==> config.mk <==
export PLATFORM = sky130hd
export DESIGN_NAME = snake_step_scheduler
export DESIGN_NICKNAME = d
export VERILOG_FILES = /design/src/rtl/snake_step_scheduler_pkg.sv /design/src/rtl/snake_step_scheduler_flash_seq.sv /design/src/rtl/snake_step_scheduler.sv
export SDC_FILE = /design/constraint.sdc
export NUM_CORES = 1
export LEC_CHECK = 0
export ABC_CLOCK_PERIOD_IN_PS = 9300
export CAP_MARGIN = 25
export CORE_AREA = 2 2 139 141
export DETAILED_ROUTE_END_ITERATION = 8
export DIE_AREA = 0 0 141 143
export PLACE_DENSITY = 0.42
export SYNTH_ARGS = -nofsm -noshare
export SYNTH_HDL_FRONTEND = slang
export SYNTH_SLANG_ARGS = --single-unit
==> constraint.sdc <==
create_clock -name Clk_50mhz -period 9.3 [get_ports Clk_50mhz]
set_clock_uncertainty 0.2 [all_clocks]
set_input_delay 1.86 -clock Clk_50mhz [delete_from_list [all_inputs] [get_ports Clk_50mhz]]
set_output_delay 1.86 -clock Clk_50mhz [all_outputs]
set_load 0.02 [all_outputs]
==> src/rtl/snake_step_scheduler_pkg.sv <==
`default_nettype none
// ============================================================================
//  Module   : snake_step_scheduler_pkg
//  Purpose  : Shared snake definitions: game status encodings, direction
//             codes, scheduler state encoding and the reverse-direction helper.
//  Revision : 1.0  initial release
// ============================================================================
package snake_step_scheduler_pkg;

  // One-hot game status codes driven by the game controller
  localparam logic [2:0] GS_START = 3'b001;
  localparam logic [2:0] GS_PLAY  = 3'b010;
  localparam logic [2:0] GS_END   = 3'b100;

  // Heading codes carried on Step_dir
  typedef enum logic [1:0] {
    DIR_UP    = 2'b00,
    DIR_DOWN  = 2'b01,
    DIR_LEFT  = 2'b10,
    DIR_RIGHT = 2'b11
  } dir_e;

  // Scheduler states
  typedef enum logic [1:0] {
    ST_IDLE  = 2'b00,
    ST_RUN   = 2'b01,
    ST_FLASH = 2'b10,
    ST_HOLD  = 2'b11
  } sched_state_e;

  // Up/down and left/right pairs differ only in the low bit
  function automatic dir_e opposite_dir(input dir_e d);
    return dir_e'({d[1], ~d[0]});
  endfunction

endpackage
`default_nettype wire

==> src/rtl/snake_step_scheduler_flash_seq.sv <==
`default_nettype none
// ============================================================================
//  Module   : snake_flash_seq
//  Purpose  : End-of-game blink sequencer. Toggles the display enable every
//             FLASH_HALF enabled clocks and reports completion after
//             FLASH_TOGGLES toggles, leaving the display visible.
//  Revision : 1.0  initial release
// ============================================================================
module snake_flash_seq #(
  parameter int FLASH_HALF    = 25_000_000,
  parameter int FLASH_TOGGLES = 6
) (
  input  logic Clk_50mhz,
  input  logic Rst_n,
  input  logic Enable_i,
  input  logic Clear_i,
  output logic Flash_sig_o,
  output logic Flash_done_o
);

  localparam int HW = (FLASH_HALF > 1) ? $clog2(FLASH_HALF) : 1;
  localparam int TW = $clog2(FLASH_TOGGLES + 1);
  localparam logic [HW-1:0] HALF_LAST   = HW'(FLASH_HALF - 1);
  localparam logic [TW-1:0] TOGGLE_LAST = TW'(FLASH_TOGGLES - 1);

  logic [HW-1:0] half_q, half_d;
  logic [TW-1:0] tog_q, tog_d;
  logic          sig_q, sig_d;
  logic          done_q, done_d;

  // Next-state: clear dominates; count half periods only until the sequence ends
  always_comb begin
    half_d = half_q;
    tog_d  = tog_q;
    sig_d  = sig_q;
    done_d = done_q;
    if (Clear_i) begin
      half_d = '0;
      tog_d  = '0;
      sig_d  = 1'b1;
      done_d = 1'b0;
    end else if (Enable_i && !done_q) begin
      if (half_q == HALF_LAST) begin
        half_d = '0;
        sig_d  = ~sig_q;
        tog_d  = tog_q + TW'(1);
        if (tog_q == TOGGLE_LAST) begin
          // Even toggle count, so the display ends up visible
          done_d = 1'b1;
          sig_d  = 1'b1;
        end
      end else begin
        half_d = half_q + HW'(1);
      end
    end
  end

  // Blink counters and outputs
  always_ff @(posedge Clk_50mhz or negedge Rst_n) begin
    if (!Rst_n) begin
      half_q <= '0;
      tog_q  <= '0;
      sig_q  <= 1'b1;
      done_q <= 1'b0;
    end else begin
      half_q <= half_d;
      tog_q  <= tog_d;
      sig_q  <= sig_d;
      done_q <= done_d;
    end
  end

  assign Flash_sig_o  = sig_q;
  assign Flash_done_o = done_q;

endmodule
`default_nettype wire

==> src/rtl/snake_step_scheduler.sv <==
`default_nettype none
// ============================================================================
//  Module   : snake_step_scheduler
//  Purpose  : Paces snake motion during play: one req/ack step per move
//             period with direction and grow flag, reversal-blocking key
//             arbitration, speed-up per apple, and the end-of-game blink.
//  Revision : 1.0  initial release
// ============================================================================
module snake_step_scheduler
  import snake_step_scheduler_pkg::*;
#(
  parameter int STEP_BASE     = 12_500_000,
  parameter int STEP_MIN      = 2_500_000,
  parameter int STEP_DEC      = 500_000,
  parameter int FLASH_HALF    = 25_000_000,
  parameter int FLASH_TOGGLES = 6,
  parameter int GROW_MAX      = 7
) (
  input  logic       Clk_50mhz,
  input  logic       Rst_n,
  input  logic [2:0] Game_status,
  input  logic       Key_up,
  input  logic       Key_down,
  input  logic       Key_left,
  input  logic       Key_right,
  input  logic       Apple_eaten,
  input  logic       Step_ack,
  output logic       Step_req,
  output logic [1:0] Step_dir,
  output logic       Grow,
  output logic       Flash_sig,
  output logic       Flash_done
);

  localparam int PW = $clog2(STEP_BASE + 1);
  localparam int GW = $clog2(GROW_MAX + 1);
  localparam logic [PW-1:0] PERIOD_BASE = PW'(STEP_BASE);
  localparam logic [PW-1:0] PERIOD_MIN  = PW'(STEP_MIN);
  localparam logic [PW-1:0] PERIOD_DEC  = PW'(STEP_DEC);
  localparam logic [GW-1:0] GROW_SAT    = GW'(GROW_MAX);

  sched_state_e  state_q, state_d;
  logic [PW-1:0] timer_q, timer_d;
  logic [PW-1:0] period_q, period_d;
  logic [GW-1:0] grow_cnt_q, grow_cnt_d;
  dir_e          dir_cur_q, dir_cur_d;
  dir_e          dir_next_q, dir_next_d;
  dir_e          step_dir_q, step_dir_d;
  logic          step_req_q, step_req_d;
  logic          grow_q, grow_d;

  logic          key_valid;
  dir_e          key_win;
  logic          ack_take;
  logic          grow_dec;
  logic          entering_run;
  logic          flash_done;

  // State follows Game_status; a finished blink parks in HOLD while END persists
  always_comb begin
    state_d = ST_IDLE;
    case (Game_status)
      GS_PLAY: state_d = ST_RUN;
      GS_END: begin
        if (state_q == ST_HOLD || (state_q == ST_FLASH && flash_done))
          state_d = ST_HOLD;
        else
          state_d = ST_FLASH;
      end
      default: state_d = ST_IDLE;
    endcase
  end

  // State register
  always_ff @(posedge Clk_50mhz or negedge Rst_n) begin
    if (!Rst_n) state_q <= ST_IDLE;
    else        state_q <= state_d;
  end

  // Fixed-priority key arbiter: up > down > left > right
  always_comb begin
    key_valid = Key_up | Key_down | Key_left | Key_right;
    if (Key_up)        key_win = DIR_UP;
    else if (Key_down) key_win = DIR_DOWN;
    else if (Key_left) key_win = DIR_LEFT;
    else               key_win = DIR_RIGHT;
  end

  // Step timer, handshake, heading, growth and speed next-state logic
  always_comb begin
    timer_d      = timer_q;
    period_d     = period_q;
    grow_cnt_d   = grow_cnt_q;
    dir_cur_d    = dir_cur_q;
    dir_next_d   = dir_next_q;
    step_dir_d   = step_dir_q;
    step_req_d   = step_req_q;
    grow_d       = grow_q;
    ack_take     = 1'b0;
    grow_dec     = 1'b0;
    entering_run = (state_d == ST_RUN) && (state_q != ST_RUN);

    if (state_q == ST_RUN) begin
      ack_take = step_req_q && Step_ack;
      grow_dec = ack_take && grow_q && (grow_cnt_q != '0);
      if (ack_take) begin
        step_req_d = 1'b0;
        grow_d     = 1'b0;
      end
      // The ack cycle already counts towards the next period; >= guards a
      // period that shrank below the running count
      if (!step_req_q || ack_take) begin
        if (timer_q >= period_q - PW'(1)) begin
          timer_d    = '0;
          step_req_d = 1'b1;
          step_dir_d = dir_next_q;
          dir_cur_d  = dir_next_q;
          grow_d     = (grow_cnt_q != '0);
        end else begin
          timer_d = timer_q + PW'(1);
        end
      end
      // Reversal is judged against the heading in force after this edge
      if (key_valid && (key_win != opposite_dir(dir_cur_d)))
        dir_next_d = key_win;
      if (Apple_eaten && !grow_dec) begin
        if (grow_cnt_q != GROW_SAT) grow_cnt_d = grow_cnt_q + GW'(1);
      end else if (grow_dec && !Apple_eaten) begin
        grow_cnt_d = grow_cnt_q - GW'(1);
      end
      if (Apple_eaten)
        period_d = (int'(period_q) >= STEP_MIN + STEP_DEC) ? (period_q - PERIOD_DEC)
                                                           : PERIOD_MIN;
    end

    if (state_d == ST_IDLE) period_d = PERIOD_BASE;
    // Outstanding request is withdrawn when play stops; a late ack is moot
    if (state_d != ST_RUN) begin
      step_req_d = 1'b0;
      grow_d     = 1'b0;
    end
    if (entering_run) begin
      timer_d    = '0;
      dir_cur_d  = DIR_RIGHT;
      dir_next_d = DIR_RIGHT;
      step_dir_d = DIR_RIGHT;
      grow_cnt_d = '0;
      step_req_d = 1'b0;
      grow_d     = 1'b0;
    end
  end

  // Datapath registers
  always_ff @(posedge Clk_50mhz or negedge Rst_n) begin
    if (!Rst_n) begin
      timer_q    <= '0;
      period_q   <= PERIOD_BASE;
      grow_cnt_q <= '0;
      dir_cur_q  <= DIR_RIGHT;
      dir_next_q <= DIR_RIGHT;
      step_dir_q <= DIR_RIGHT;
      step_req_q <= 1'b0;
      grow_q     <= 1'b0;
    end else begin
      timer_q    <= timer_d;
      period_q   <= period_d;
      grow_cnt_q <= grow_cnt_d;
      dir_cur_q  <= dir_cur_d;
      dir_next_q <= dir_next_d;
      step_dir_q <= step_dir_d;
      step_req_q <= step_req_d;
      grow_q     <= grow_d;
    end
  end

  snake_flash_seq #(
    .FLASH_HALF   (FLASH_HALF),
    .FLASH_TOGGLES(FLASH_TOGGLES)
  ) u_flash_seq (
    .Clk_50mhz   (Clk_50mhz),
    .Rst_n       (Rst_n),
    .Enable_i    (state_q == ST_FLASH),
    .Clear_i     (Game_status != GS_END),
    .Flash_sig_o (Flash_sig),
    .Flash_done_o(flash_done)
  );

  assign Step_req   = step_req_q;
  assign Step_dir   = step_dir_q;
  assign Grow       = grow_q;
  assign Flash_done = flash_done;

endmodule
`default_nettype wire

==> results.yml, run 1 <==
final_layout:
  n_antenna_cell: 0
  fin_nets: 657
  syn2layout_area_growth_pct: 12.6
  drive_gt1_frac: 0.0721
worst_hold_path:
  min_path_type: "register to register"
grt:
  grt_pass1_wl_um: 21900
  grt-ovfl-total: 0
  grt_max_degree: 60
  grt_usage: 0.136
  antenna_found_initial: 0
  grt_pass1_vias: 4317
die:
  num_io_pins: 17
  die_w_um: 141
  chipHeight_um: 143
  start_util: 0.288
  die_area_sq_mm: 0.0202
  coreArea_sq_mm: 0.0186
  fp-row-count: 50
clock_network:
  cts_max_level: 3
  cts.repair.resized: 0
  cts-buffers-inserted: 9
  post_cts_buffers: 0
  cts_tree: "yes"
  root_buffer: "clkbuf_16"
  insertion_delay_ps: 350
  cts_max_path_buffers: 2
  postCtsHoldBufs: 0
  path_clk_slew_ps: 70
  cts.sinks: 86
placement:
  dp_hpwl_um: 9340
  port_buffers: 16
  preCtsSetupSlack_ps: 4310
  place_congestion: 0.778
sta:
  post-route-min-period_ps: 4720
  tns_ps: 0
  worst_pin_slew_ps: 930
  period_share: 0.507
  setup_viol: 0
  slew_headroom: 0.363
  fmax_mhz: 212
  hold_viol: 0
  drv_slew: 0
  worst_slack_ps: 4580
  rsz0062_at_grt: "no"
logic_synthesis:
  synth_area_leaders: "dfrtp_1 31%, dfstp_2 9.3%, ha_1 6.1%"
  synth.most_common_cell: "nor2_1"
  netlist_area_sq_mm: 0.00534
  ys_ff_latch: 86
  synth_common_cells: "75 x nor2_1, 67 x dfrtp_1, 62 x nand2_1"
  synth_cell_types: 54
  synth-seq-area-share: 0.407
  synth_edf_count: 0
  syn_nets: 655
  netlist.area_leader.share: 0.314
  ys.flop_type: "dfrtp_1"
  ys_warn_count: 0
  syn_avg_cell_area_sq_um: 8.66
  synth_cells: 617
  yosysTopAreaCell: "dfrtp_1"
  async_flop_share: 1.00
critical_path:
  crit_type: "register to register"
  required_ps: 9340
  crit_path_end_kind: "register"
  cp_max_fo: 17
  cp.arrival_ps: 4760
  cp-start-kind: "register"
power:
  p_leak_uw: 0.00236
  peakVddDrop_mv: 0.0810
  power_density_mw_per_mm2: 151
route:
  drt_iter0_markers: 202
  drt_pass1_iterations: 6
  drc: 0
  wirelength_um: 12800
  wl_per_cell_um: 14.9
  vias: 4302
  viasPerCell: 5.01
  antenna_left: 0
run:
  cap_violations: 0
outcome:
  status: "completed"
cells in the final DEF (no fill, tap or decap), types with 4 or more instances in the layout:
| cell type | count |
|---|---|
| nor2b_1 | 9 |
| or4_1 | 8 |
| dfrtp_1 | 67 |
| nor4_1 | 11 |
| ha_1 | 26 |
| nand2b_1 | 13 |
| and3_1 | 15 |
| mux2i_1 | 4 |
| nor3_1 | 19 |
| nand2_1 | 62 |
| clkdlybuf4s50_1 | 15 |
| a21o_1 | 4 |
| clkbuf_16 | 9 |
| or3_1 | 11 |
| nor2_1 | 75 |
| dfstp_2 | 19 |
| nand3_1 | 32 |
| o21ai_0 | 40 |
| a21oi_1 | 33 |
| buf_4 | 5 |
| nand4_1 | 11 |
| o31ai_1 | 11 |
| nor3b_1 | 5 |
| inv_1 | 13 |
| xor2_1 | 23 |
| xnor2_1 | 30 |
| o21a_1 | 6 |
per-stage QoR:
stage / power, uW / instance area [sq um] / util / instances / hold WS, ps
4_1_cts: 928 / 6020 / 0.324 / 858 / 286
2_1_floorplan: 498 / 5340 / - / 617 / 260
3_5_place_dp: 540 / 5710 / 0.307 / 842 / 276
3_3_place_gp: 539 / 5700 / 0.307 / 841 / 271
5_1_grt: 961 / 6020 / 0.324 / 858 / 310
6_report: 912 / 6020 / 0.324 / 858 / 283
state kept, by name, summed over array words and instances, names as in the netlist:
name                      flops
dir_cur_q                     2
timer_q                      24
grow_cnt_q                    3
u_flash_seq.tog_q             3
u_flash_seq.Flash_sig_o       1
Step_req                      1
Grow                          1
period_q                     19
state_q                       2
dir_next_q                    2
Step_dir                      2
u_flash_seq.Flash_done_o      1
u_flash_seq.half_q           25
critical path, cell delays in order (launching register included):
cell and delay [ps]:
dfstp_2 400, or4_1 640, nor3_1 410, and3b_1 260
nand2_1 90, nor3_1 210, xnor2_1 110, ha_1 310
nand4_1 150, nor4_1 290, a22oi_1 160, nand4b_1 370
nor2b_1 400, buf_4 310, o22ai_1 110, a21o_1 180
per-layer routing:
metal / wire [um] / global-route usage / up-vias / share of wire
met2: 5860 / 0.220 / 37 / 0.46
met3: 292 / 0.0278 / 19 / 0.023
li1: - / - / 2181 / -
met4: 311 / 0.0574 / 0 / 0.024
met1: 6300 / 0.179 / 2065 / 0.49
met5: 0 / 0 / - / 0
kinds of logic after synthesis:
kind of cell / count (synthesis) / synth area share
multiplexers: 4 / 0.00749
AND/OR/NAND/NOR: 284 / 0.263
adder cells (fa/ha/maj): 27 / 0.0646
AO/OA/AOI/OAI: 120 / 0.138
flip-flops: 86 / 0.407
buffers and inverters: 43 / 0.0333
XOR/XNOR: 53 / 0.0869
report_power, final:
group | switching (uW) | internal [uW] | total (uW)
sequential | 29.5 | 404 | 433
clock | 162 | 217 | 379
combinational | 55.7 | 43.2 | 98.9
total | 247 | 664 | 912
final timing paths:
check | endpoint | slack (ps) | depth (start not counted) | start
max in group asynchronous | grow_cnt_q[2]$_DFFE_PN0P_ | 6560 | 2 | Rst_n
min in group asynchronous | timer_q[4]$_DFFE_PN0P_ | 1220 | 1 | Rst_n
hold reg to reg | u_flash_seq.Flash_sig_o$_DFFE_PN1P_ | 280 | 1 | u_flash_seq.Flash_sig_o$_DFFE_PN1P_
hold / removal | u_flash_seq.Flash_sig_o$_DFFE_PN1P_ | 280 | 1 | u_flash_seq.Flash_sig_o$_DFFE_PN1P_
setup / recovery | timer_q[12]$_DFFE_PN0P_ | 4580 | 15 | period_q[12]$_DFFE_PN1P_
setup reg to reg | timer_q[12]$_DFFE_PN0P_ | 4580 | 15 | period_q[12]$_DFFE_PN1P_
area by class of cell:
class | count | area [sq um]
clock buffers | 10 | 239
clock inverters | 6 | 68.8
fillers | 1916 | 12600
inverters | 13 | 48.8
multi-input cells | 488 | 2990
flip-flops and latches | 86 | 2180
well taps | 234 | 293
repair buffers | 21 | 199
Power figures use the tool's default switching activity.
==> run 2: changes to the inputs <==
- ABC_CLOCK_PERIOD_IN_PS: 9300 -> 4300
- PLACE_DENSITY: 0.42 -> 0.44
- clock period: 9.3 -> 4.3 ns (I/O delays scaled with it)
==> run 2 against run 1 <==
Final area rose by 2.0%. First-iteration DRC count down 4.5%. Setup slack got worse by 4300 ps. Power grew 110%. Clock power is 110% higher. Register-to-register slack worse by 4300 ps. Clock-buffer cell count is 1 higher. Final cell count up 1.9%. Fmax is 17% higher. Largest cell class unchanged.
==> results.yml, run 2 (synthesis gave the netlist of run 1 again) <==
clock_network:
  insertion_delay_ps: 350
  path_clk_slew_ps: 70
  root_buffer: "clkbuf_16"
  cts_max_path_buffers: 2
  postCtsHoldBufs: 0
  cts-buffers-inserted: 9
  cts.sinks: 86
  cts_tree: "yes"
  cts_max_level: 3
sta:
  worst_pin_slew_ps: 791
  fmax_mhz: 248
  period_share: 0.938
  post-route-min-period_ps: 4030
  setup_viol: 0
  rsz0062_at_grt: "no"
  hold_viol: 0
  drv_slew: 0
  timing.hold.ws_ps: 286
  tns_ps: 0
  slew_headroom: 0.472
final_layout:
  fin_nets: 673
  n_antenna_cell: 0
  fillers: 1916
  syn2layout_area_growth_pct: 14.9
  largest_register: "u_flash_seq.half_q"
  largest_reg_flops: 25
  multiInputGateArea_sq_mm: 0.00301
  final_cell_mix: "75 x nor2_1, 67 x dfrtp_1, 62 x nand2_1, 40 x o21ai_0"
  post-route-cell-area_sq_mm: 0.00614
  final_common_cell: "nor2_1"
  reg_top3: "u_flash_seq.half_q x25, timer_q x24, period_q x19"
  drive_gt1_frac: 0.0984
  ff_latch_area_sq_mm: 0.00218
die:
  chipHeight_um: 143
  num_io_pins: 17
  coreArea_sq_mm: 0.0186
  start_util: 0.288
  die_area_sq_mm: 0.0202
  fp-row-count: 50
  die_w_um: 141
placement:
  dp_hpwl_um: 9310
  port_buffers: 16
  place_congestion: 0.776
  placed_cell_area_sq_mm: 0.00582
power:
  swShare: 0.270
  seq_power_share: 0.480
  p_int_uw: 1420
  power_density_mw_per_mm2: 318
  p_switching_uw: 528
  clkPwrFrac: 0.407
  power.total_uw: 1950
  p_leak_uw: 0.00243
  pwr-share-comb: 0.112
  peakVddDrop_mv: 0.185
critical_path:
  crit_chain: "or4_1 > nor3_1 > buf_4 > and3b_1 > nand2_1 > nor3_1 > xnor2_1 > ha_1 > nand4_1 > nor4_2 > a22oi_2 > a32o_1 > and3_1 > o31ai_1 > mux2i_1"
  path_delay_family: "simple AND/OR/NAND/NOR gates"
  r2r_setup_slack_ps: 270
  rr_startpoint: "period_q[12]$_DFFE_PN1P_"
  cpPeakStageDelay_ps: 540
  crit_type: "register to register"
  cp-start-kind: "register"
  r2r-end: "dir_next_q[0]$_DFFE_PN1P_"
  required_ps: 4370
  cp_common_cell: "nor3_1"
  critPathLaunch: "period_q[12]$_DFFE_PN1P_"
  reg2reg_depth: 15
  cp.arrival_ps: 4110
  cp_max_fo: 5
  crit_path_end_kind: "register"
  worst_path_max_delay_cell: "or4_1"
  critPathBufInv: 1
route:
  drt_pass1_iterations: 6
  viasPerCell: 5.02
  wl_per_cell_um: 14.4
  drc: 0
  antenna_left: 0
  wirelength_um: 12600
  vias: 4391
  drt_iter0_markers: 193
grt:
  grt_usage: 0.131
  grt_max_degree: 50
  grt_pass1_wl_um: 21300
  grt_pass1_vias: 4267
  grt-ovfl-total: 0
  antenna_found_initial: 0
run:
  cap_violations: 0
worst_hold_path:
  holdPathStages: 1
  holdPathEnd: "u_flash_seq.Flash_sig_o$_DFFE_PN1P_"
  min_from: "u_flash_seq.Flash_sig_o$_DFFE_PN1P_"
  min_path_type: "register to register"
outcome:
  status: "completed"
-- run 2: timing repair --
action / CTS / global route
setup endpoints to repair: 0 / 19
buffers inserted: 0 / 1
gates resized for setup: 0 / 5
-- run 2: layout make-up --
cell class	count	area share
Inverter	13	0.00795
Clock buffer	11	0.0379
Timing Repair Buffer	37	0.0520
Sequential cell	86	0.354
Tap cell	234	0.0477
Clock inverter	5	0.00958
Multi-Input combinational cell	488	0.491
-- run 2: worst register-to-register path, stage by stage, from the launching register on --
cell and delay [ps]:
dfstp_2 390, or4_1 540, nor3_1 160, buf_4 160, and3b_1 170, nand2_1 90, nor3_1 210, xnor2_1 90
ha_1 310, nand4_1 170, nor4_2 320, a22oi_2 130, a32o_1 290, and3_1 190, o31ai_1 290, mux2i_1 240
-- run 2: power by group through the flow --
| stage | registers, uW | clock network, uW | logic [uW] |
|---|---|---|---|
| 5_1_grt | 949 | 848 | 252 |
| 4_1_cts | 937 | 826 | 224 |
| 6_report | 938 | 795 | 219 |
| 2_1_floorplan | 939 | 0 | 138 |
| 3_5_place_dp | 951 | 0 | 223 |
| 3_3_place_gp | 949 | 0 | 219 |
-- run 2: routing by layer --
| metal | global-route usage | wire length, um |
|---|---|---|
| met2 | 0.213 | 5750 |
| met3 | 0.0278 | 383 |
| met4 | 0.0395 | 169 |
| met1 | 0.177 | 6280 |
| met5 | 0 | 0 |
-- run 2: per-stage QoR --
stage / setup slack [ps] / cells / utilization
global placement: 242 / 857 / 0.313
detailed placement: 182 / 857 / 0.313
global route: 7.88 / 874 / 0.330
floorplan: 216 / 617 / -
finish: 266 / 874 / 0.330
CTS: 168 / 873 / 0.329
-- run 2: worst max path at each step --
stage	slack [ps]	cells after the start	endpoint
after floorplan	220	17	timer_q[10]$_DFFE_PN0P_
after global placement	240	15	timer_q[4]$_DFFE_PN0P_
after detailed placement	180	17	dir_cur_q[0]$_DFFE_PN1P_
after CTS	170	17	dir_cur_q[0]$_DFFE_PN1P_
after global routing	8	15	timer_q[4]$_DFFE_PN0P_
final	270	15	dir_next_q[0]$_DFFE_PN1P_
==> run 3: changes to the inputs <==
- CORE_AREA: 2 2 139 141 -> 2 2 127 129
- CTS_CLUSTER_DIAMETER: not set -> 100
- DIE_AREA: 0 0 141 143 -> 0 0 129 131
- PLACE_DENSITY: 0.44 -> 0.51
==> run 3 against run 2 <==
First-iteration DRC count rose by 27%. Global-route usage rose by 2.2 points. Non-clock buffer count fell by 2. Clock-buffer cell count fell by 2. Setup slack got worse by 6.9 ps.
==> results.yml, run 3 (synthesis gave the netlist of run 1 again) <==
outcome:
  status: "completed"
sta:
  slew_headroom: 0.480
  fmax_mhz: 247
  tns_ps: 0
  hold_viol: 0
  drv_slew: 0
  worst_pin_slew_ps: 778
  post-route-min-period_ps: 4040
  period_share: 0.940
  setup_viol: 0
power:
  peakVddDrop_mv: 0.228
  power_density_mw_per_mm2: 327
  power.total_uw: 2010
  p_leak_uw: 0.00244
die:
  chipHeight_um: 131
  coreArea_sq_mm: 0.0156
  start_util: 0.343
  die_w_um: 129
  die_area_sq_mm: 0.0169
  num_io_pins: 17
  fp-row-count: 46
placement:
  dp_hpwl_um: 8750
  place_congestion: 0.783
  dp_cells: 836
  port_buffers: 16
critical_path:
  crit_chain: "or4_1 > nor3_2 > and3b_1 > nand2_1 > nor3_1 > xnor2_1 > ha_1 > nand4_1 > nor2_1 > a22oi_2 > nand4b_1 > or2_2 > or3b_2 > nand2_1"
  r2r_setup_slack_ps: 260
  path_delay_family: "simple AND/OR/NAND/NOR gates"
  cp-start-kind: "register"
  critPathBufInv: 0
  crit_type: "register to register"
  rr_startpoint: "period_q[11]$_DFFE_PN1P_"
  cp_max_fo: 9
  worst_path_max_delay_cell: "or4_1"
  cp_common_cell: "nand2_1"
  r2r-end: "timer_q[4]$_DFFE_PN0P_"
  cpPeakStageDelay_ps: 550
  reg2reg_depth: 14
  cp.arrival_ps: 4130
  crit_path_end_kind: "register"
  required_ps: 4390
final_layout:
  fillers: 1591
  final_cell_mix: "75 x nor2_1, 67 x dfrtp_1, 62 x nand2_1, 40 x o21ai_0, 33 x a21oi_1"
  largest_register: "u_flash_seq.half_q"
  postLayoutCoreUtil: 0.394
  reg_top3: "u_flash_seq.half_q x25, timer_q x24, period_q x19"
  final_common_cell: "nor2_1"
  largest_reg_flops: 25
  n_antenna_cell: 0
  stdcell_count: 854
  drive_gt1_frac: 0.0972
  fin_nets: 671
  syn2layout_area_growth_pct: 15.0
grt:
  grt-ovfl-total: 0
  grt_max_degree: 81
  antenna_found_initial: 0
  grt_pass1_vias: 4346
  grt_pass1_wl_um: 20800
  grt_usage: 0.153
route:
  drt_iter0_markers: 246
  antenna_left: 0
  drc: 0
  wl_per_cell_um: 14.2
  drt_pass1_iterations: 4
  wirelength_um: 12100
  viasPerCell: 5.18
  vias: 4421
clock_network:
  root_buffer: "clkbuf_16"
  cts_max_level: 3
  cts_tree: "yes"
  path_clk_slew_ps: 70
  cts_max_path_buffers: 2
  cts.sinks: 86
  cts-buffers-inserted: 9
  postCtsHoldBufs: 0
  insertion_delay_ps: 350
run:
  cap_violations: 0
worst_hold_path:
  min_path_type: "primary input to asynchronous set/reset pin"
run 3: metal layers:
layer	GRT usage	share of wire
met5	0	0
met4	0.0512	0.015
met3	0.0322	0.023
met2	0.256	0.48
met1	0.199	0.48
run 3: cell type report:
cell class / instances / area [sq um] / area share
inverter: 13 / 48.8 / 0.00794
clock buffer: 9 / 225 / 0.0367
sequential: 86 / 2180 / 0.354
timing repair buffer: 35 / 320 / 0.0521
multi-input combinational: 488 / 3010 / 0.489
clock inverter: 7 / 97.6 / 0.0159
tap: 216 / 270 / 0.0440
run 3: power breakdown:
group | switching [uW] | leakage (uW) | internal, uW | total (uW)
Sequential | 62.1 | 0.00112 | 873 | 935
Combinational | 121 | 0.00117 | 100 | 221
Clock | 344 | 0.000152 | 511 | 855
run 3: metrics by stage:
| step | hold WS (ps) | worst slack (ps) | area (sq um) |
|---|---|---|---|
| after floorplan | 260 | 216 | 5340 |
| after global placement | 273 | 157 | 5770 |
| after detailed placement | 275 | 71.4 | 5770 |
| after CTS | 286 | 59.2 | 6100 |
| after global routing | 148 | -0.939 | 6140 |
| final | 154 | 259 | 6140 |
run 3: worst max path at each step:
stage	startpoint	to	cells after the start
CTS	period_q[11]$_DFFE_PN1P_	timer_q[4]$_DFFE_PN0P_	14
detailed placement	period_q[11]$_DFFE_PN1P_	timer_q[4]$_DFFE_PN0P_	14
global route	period_q[11]$_DFFE_PN1P_	Step_dir[0]$_DFFE_PN1P_	15
floorplan	period_q[11]$_DFFE_PN1P_	timer_q[10]$_DFFE_PN0P_	17
global placement	period_q[11]$_DFFE_PN1P_	timer_q[4]$_DFFE_PN0P_	14
finish	period_q[11]$_DFFE_PN1P_	timer_q[4]$_DFFE_PN0P_	14
run 3: repair_timing:
item / 4_1_cts / 5_1_grt
setup buffers: 0 / 1
setup endpoints to repair: 0 / 20
endpoints found under the hold margin: 0 / 0
gates resized for setup: 0 / 3
